<file path="src/rtl/pipeline_hazard_controller.sv">
// Front-end sequencing controller for the 5-stage pipeline: PC / IF-ID enables,
// IF-ID flush and CU bubble select for load-use, taken-branch, startup and debug halt/step.
module pipeline_hazard_controller #(
    parameter int STARTUP_CYCLES    = 2,
    parameter int LOAD_STALL_CYCLES = 1,
    parameter int CNT_W             = 16
) (
    input  logic             clk,
    input  logic             reset,
    input  logic             ex_mem_read,
    input  logic [3:0]       ex_rd,
    input  logic [3:0]       id_rn,
    input  logic [3:0]       id_rm,
    input  logic             id_rn_used,
    input  logic             id_rm_used,
    input  logic             branch_taken,
    input  logic             debug_halt,
    input  logic             step_pulse,
    output logic             pc_enable,
    output logic             if_id_enable,
    output logic             if_id_flush,
    output logic             cu_mux_select,
    output logic [CNT_W-1:0] stall_count,
    output logic [2:0]       state_out
);

    typedef enum logic [2:0] {
        ST_STARTUP  = 3'd0,
        ST_RUN      = 3'd1,
        ST_LU_STALL = 3'd2,
        ST_BR_FLUSH = 3'd3,
        ST_HALT     = 3'd4,
        ST_STEP     = 3'd5
    } state_e;

    localparam int              SU_W    = (STARTUP_CYCLES > 1) ? $clog2(STARTUP_CYCLES) : 1;
    localparam logic [SU_W-1:0] SU_INIT = SU_W'(STARTUP_CYCLES - 1);
    // The first bubble is the RUN/STEP cycle that detects the hazard, so LU_STALL covers the rest.
    localparam logic [3:0]      LU_INIT = (LOAD_STALL_CYCLES > 1) ? 4'(LOAD_STALL_CYCLES - 2) : 4'd0;

    state_e           state_q, state_d;
    logic [SU_W-1:0]  su_cnt_q, su_cnt_d;
    logic [3:0]       lu_cnt_q, lu_cnt_d;
    logic [CNT_W-1:0] stall_count_q, stall_count_d;
    logic             load_use;
    state_e           exit_state;

    assign load_use = ex_mem_read && (ex_rd != 4'd15) &&
                      ((id_rn_used && (id_rn == ex_rd)) || (id_rm_used && (id_rm == ex_rd)));

    // A halt request raised mid-hazard is only honoured here, once the hazard has finished.
    assign exit_state = debug_halt ? ST_HALT : ST_RUN;

    // NOTE: sequential state uses non-blocking assignments so every flop samples pre-edge values.
    always_ff @(posedge clk or posedge reset) begin
        if (reset) begin
            state_q       <= ST_STARTUP;
            su_cnt_q      <= SU_INIT;
            lu_cnt_q      <= 4'd0;
            stall_count_q <= '0;
        end else begin
            state_q       <= state_d;
            su_cnt_q      <= su_cnt_d;
            lu_cnt_q      <= lu_cnt_d;
            stall_count_q <= stall_count_d;
        end
    end

    // NOTE: every variable gets a default at the top of the block so no latch is inferred.
    always_comb begin
        state_d  = state_q;
        su_cnt_d = su_cnt_q;
        lu_cnt_d = lu_cnt_q;
        case (state_q)
            ST_STARTUP: begin
                if (su_cnt_q == '0) state_d = ST_RUN;
                else                su_cnt_d = su_cnt_q - SU_W'(1);
            end
            ST_RUN, ST_STEP: begin
                if (load_use) begin
                    if (LOAD_STALL_CYCLES == 1) begin
                        state_d = exit_state;
                    end else begin
                        state_d  = ST_LU_STALL;
                        lu_cnt_d = LU_INIT;
                    end
                end else if (branch_taken) begin
                    state_d = ST_BR_FLUSH;
                end else begin
                    state_d = exit_state;
                end
            end
            ST_LU_STALL: begin
                if (lu_cnt_q == 4'd0) state_d = exit_state;
                else                  lu_cnt_d = lu_cnt_q - 4'd1;
            end
            ST_BR_FLUSH: state_d = exit_state;
            ST_HALT: begin
                if (!debug_halt)     state_d = ST_RUN;
                else if (step_pulse) state_d = ST_STEP;
            end
            default: state_d = exit_state;
        endcase
    end

    // Any state not issuing freezes the front end and bubbles ID/EX; reset lands in STARTUP.
    always_comb begin
        pc_enable     = 1'b0;
        if_id_enable  = 1'b0;
        if_id_flush   = 1'b0;
        cu_mux_select = 1'b1;
        case (state_q)
            ST_RUN, ST_STEP: begin
                if (!load_use) begin
                    pc_enable     = 1'b1;
                    if_id_enable  = 1'b1;
                    cu_mux_select = 1'b0;
                    if_id_flush   = branch_taken;
                end
            end
            ST_BR_FLUSH: begin
                pc_enable    = 1'b1;
                if_id_enable = 1'b1;
            end
            default: ;
        endcase
    end

    always_comb begin
        stall_count_d = stall_count_q;
        if (cu_mux_select && (state_q != ST_STARTUP) && (stall_count_q != '1))
            stall_count_d = stall_count_q + CNT_W'(1);
    end

    assign stall_count = stall_count_q;
    assign state_out   = state_q;

endmodule
</file>
<file path="config.mk">
export PLATFORM = sky130hd
export DESIGN_NAME = pipeline_hazard_controller
export DESIGN_NICKNAME = d
export VERILOG_FILES = /design/src/rtl/pipeline_hazard_controller.sv
export SDC_FILE = /design/constraint.sdc
export NUM_CORES = 1
export LEC_CHECK = 0
export ABC_AREA = 1
export BUFFER_PORTS_ARGS = -buffer_cell sky130_fd_sc_hd__buf_2
export CAP_MARGIN = 30
export CORE_MARGIN = 3
export CORE_UTILIZATION = 50
export DETAILED_ROUTE_END_ITERATION = 8
export PLACE_DENSITY = 0.77
export REMOVE_ABC_BUFFERS = 1
export SLEW_MARGIN = 20
export SYNTH_ARGS = -nofsm -noshare
export SYNTH_HDL_FRONTEND = slang
export SYNTH_SLANG_ARGS = --single-unit
</file>
<file path="constraint.sdc">
create_clock -name clk -period 2 [get_ports clk]
set_input_delay 0.1 -clock clk [delete_from_list [all_inputs] [get_ports clk]]
set_output_delay 0.1 -clock clk [all_outputs]
set_load 0.005 [all_outputs]
</file>
# Word-level counts from Yosys, hierarchy flattened
# Cells that the tools add are included.
# classes
n_reduce_logical	13
n_mux	15
n_eq_ne	12
bitwise_logic	1
add_sub_neg	3
# ops
op	n
two-way mux 3 bit	7
adder 16 x 1 -> 16 bit, second input constant	1
!= test 16 bit, second input constant	1
case mux 3 bit (4 select lines)	1
equality test 4 bit	2
equality test 3 x 2 -> 1 bit, second input constant	2
equality test 3 bit, second input constant	2
logical AND 1 bit	6
two-way mux 1 bit	6
logical NOT 4 bit	1
!= test 2 bit, second input constant	2
!= test 4 bit, second input constant	1
subtractor 4 x 1 -> 4 bit, second input constant	1
equality test 3 x 1 -> 1 bit, second input constant	1
logical NOT 3 bit	1
!= test 3 bit, second input constant	1
AND reduction 3 bit	1
nonzero test 3 bit	1
case mux 1 bit (2 select lines)	1
AND reduction 2 bit	1
OR reduction 2 bit	1
logical OR 1 bit	1
NOT 1 bit	1
subtractor 1 bit, second input constant	1
# totals
out_inout_bits	23
in_bits	20
reg_bits	24
word_cells	48

# Longest topological paths before layout
# depth
depth_word	8
depth_mapped	12
mapped_depth_nobuf	11

# Worst setup path before layout
# Ideal clock, no wire load.
# synth_timing
path_kind	register to register
from	reg stall_count_q[0], in the netlist stall_count[0]
to	reg stall_count_q[7], in the netlist stall_count[7]
stages_incl_launch_ff	11
path_slack_ns	0.420
t_arrival_ns	1.464
setup_ns	0.117
synth_period_minus_slack_ns	1.580
path_buffers	1
cell_sequence	dfrtp_1 > ha_1 > nand3_1 > nor2_4 > nand2_2 > nor2_4 > nor2_4 > nand2_4 > buf_6 > nand2_1 > nand2_1
# synth_via
elab_chain_len	2
elab_cells_between_ends	3
cone_classes	add/sub (1); eq/ne (1); reduce/logical (1)
# synth_rtl
item	line_no	rtl
start, declared	44	logic [CNT_W-1:0] stall_count_q, stall_count_d;
start signal, assigned	65	stall_count_q <= stall_count_d;
parallel branches: the longest is 2 deep, another holds adder 16 x 1 -> 16 bit	--	
# Several ways; the timed one is not identified.
# A chain may end at the register's enable or synchronous reset.

# Worst setup path after layout
# layout_timing
from	reg stall_count_q[0], in the netlist stall_count[0]
to	reg stall_count_q[1], in the netlist stall_count[1]
# The elaborated chain is that of the path after synthesis.

==> results.sh <==
export IMPL_clk_pin_slew_ns=0.15
export IMPL_initial_core_util=0.545
export IMPL_h_tree_depth=1
export IMPL_max_slew_margin=0.720
export IMPL_root_buffer="clkbuf_4"
export IMPL_multi_input_area_um2=841
export IMPL_startpoint="stall_count[0]"
export IMPL_grt_max_degree=25
export IMPL_pre_cts_slack_ns=0.202
export IMPL_final_util=0.654
export IMPL_place_gp_congestion=0.907
export IMPL_cp_common_cell="nor2_4"
export IMPL_synth_top_area_cell="dfrtp_1"
export IMPL_overflow=0
export IMPL_insertion_delay_ns=0.33
export IMPL_synth_top_flop_cell="dfrtp_1"
export IMPL_ios=43
export IMPL_vdd_drop_max_v=0.000732
export IMPL_vias_per_cell=4.97
export IMPL_grt_pass1_vias=1319
export IMPL_regArea_um2=602
export IMPL_power_mw=1.39
export IMPL_crit_family="simple AND/OR/NAND/NOR gates"
export IMPL_final_min_clock_period_ns=1.81
export IMPL_synth_edf_count=0
export IMPL_antenna_cells=0
export IMPL_cp_arrival_ns=2.02
export IMPL_worstHoldStart="branch_taken"
export IMPL_yosysWarnings=0
export IMPL_ys_ff_latch=24
export IMPL_post_route_period_util=0.903
export IMPL_cp_required_ns=2.21
export IMPL_netlist_top_cells_area="dfrtp_1 (37%), nand2_1 (17%), nand3_1 (8.6%)"
export IMPL_finClkSkew_ns=0.0237
export IMPL_p_per_area_nw_per_um2=737
export IMPL_rows=19
export IMPL_path_buf_inv=0
export IMPL_fillers=278
export IMPL_setup_tns_ns=0
export IMPL_dp_hpwl_um=2630
export IMPL_die_area_um2=3850
export IMPL_ys_types=27
export IMPL_cp_max_fo=16
export IMPL_drcViolationCount=0
export IMPL_syn_area_um2=1570
export IMPL_status="completed"
export IMPL_hold_violations=0
export IMPL_setup_ws_ns=0.194
export IMPL_vias=1515
export IMPL_endpoint_kind="flop"
export IMPL_synth_avg_cell_area_um2=7.20
export IMPL_fmax_mhz=554
export IMPL_die_height_um=62.0
export IMPL_ys_seq_area_frac=0.384
export IMPL_final_nets=286
export IMPL_drive_above_1_share=0.240
export IMPL_grt_total_usage=0.196
export IMPL_crit_path_max_incr_delay_ns=0.44
export IMPL_io_buffers=42
export IMPL_synthCells=218
export IMPL_cts_buffers=3
export IMPL_worst_slew_pin_slew_ns=0.419
export IMPL_final_common_cell="nand2_1"
export IMPL_async_flop_share=1.00
export IMPL_core_region_area_um2=2880
export IMPL_drt_iter0_markers=42
export IMPL_leakage_nw=1.05
export IMPL_drt_wl_total_um=3460
export IMPL_path_class="flop to flop"
export IMPL_drtPass1Iterations=4
export IMPL_cts_sinks=24
export IMPL_drv_slew=0
export IMPL_worstPathCellList="ha_1 -> nand3_1 -> nor2_4 -> nand2_2 -> nor2_4 -> nor2_4 -> nand2_4 -> nand2_1 -> nand2_1"
export IMPL_cp_slowest_cell="dfrtp_1"
export IMPL_synth_top_area_share=0.367
export IMPL_final_cell_mix="nand2_1 (73), buf_2 (42), nand3_1 (27)"
export IMPL_max_cap_viol_count=0
export IMPL_tritoncts="done"
export IMPL_cts_resized=0
export IMPL_rsz0062_at_grt="false"
export IMPL_post_cts_buffers=0
export IMPL_area_delta_synth_final_pct=19.9
export IMPL_hp_class="primary input to flop"
export IMPL_clock_path_buffers=2
export IMPL_r2r_start="stall_count[0]"
export IMPL_setup_viol=0
export IMPL_ant_nets=0
export IMPL_antenna_found_initial=0
export IMPL_fp_dieW_um=62.0
export IMPL_wl_per_cell_um=11.3
export IMPL_start_kind="flop"
export IMPL_grt_pass1_wl_um=5620
-- area by class of cell --
type,count,share of cell area
sequential,24,0.320
timing repair buffer,45,0.125
multi-input combinational,164,0.447
clock buffer,3,0.0120
tap,42,0.0279
inverter,26,0.0519
clock inverter,1,0.0160
-- synth_stat cells, drive strengths merged (2+ instances only) --
cell and n:
nor3 8, ha 2, nand3 27, buf 4
xnor2 5, a21oi 2, xor2 12, nand2 76
nor2 20, inv 26, dfrtp 23, o21ai 4
nand4 3
-- stage by stage --
stage                     cell area (um^2)  std cells  hold WS [ns]
after floorplan                       1540        214         0.114
after global placement                1820        300         0.154
after detailed placement              1820        300         0.156
after CTS                             1880        305        0.0554
after global routing                  1880        305        0.0597
final                                 1880        305        0.0616
-- kinds of logic after synthesis --
family          after synthesis  share of synthesized area
compound gates                8                     0.0311
xor+xnor                     17                     0.0949
fa+ha+maj                     2                     0.0159
buf+inv                      30                     0.0805
flops                        24                      0.384
simple gates                137                      0.394
-- routing by layer --
metal  track usage  vias to the layer above  routed length, um  part of all wire
met5             0                        -                  0                 0
met4        0.0697                        0                 34            0.0098
met3        0.0248                        4                193             0.056
met2         0.339                       44               1660              0.48
met1         0.250                      690               1570              0.45
li1              -                      777                  -                 -
-- registers in the layout (all words and copies together), names as in the netlist --
name	count
state_out	3
su_cnt_q	1
stall_count	16
lu_cnt_q	4
-- timing repair --
| item | 4_1_cts | 5_1_grt |
|---|---|---|
| setup endpoints to repair | 0 | 0 |
| hold endpoints to repair | 23 | 0 |
| hold buffers | 1 | 0 |
-- where the power goes --
part / internal [mW] / leakage, nW / switching, mW
Clock: 0.203 / 0.0279 / 0.152
Sequential: 0.543 / 0.320 / 0.0753
Combinational: 0.170 / 0.707 / 0.244
Total: 0.915 / 1.05 / 0.471
-- worst register-to-register path, delay by kind of cell (launching register included) --
kind / cells / cell delay (ns)
adder cells (fa/ha/maj): 1 / 0.26
flip-flops: 1 / 0.44
AND/OR/NAND/NOR: 8 / 0.98
-- worst paths after layout --
kind,endpoint,slack [ns],depth (start not counted)
max,stall_count[1],0.19,9
min,state_out[1],0.06,3
max reg2reg,stall_count[1],0.19,9
min reg2reg,su_cnt_q,0.46,2
max in group asynchronous,su_cnt_q,1.35,4
min in group asynchronous,lu_cnt_q[3],0.33,4
Power figures use the tool's default switching activity.
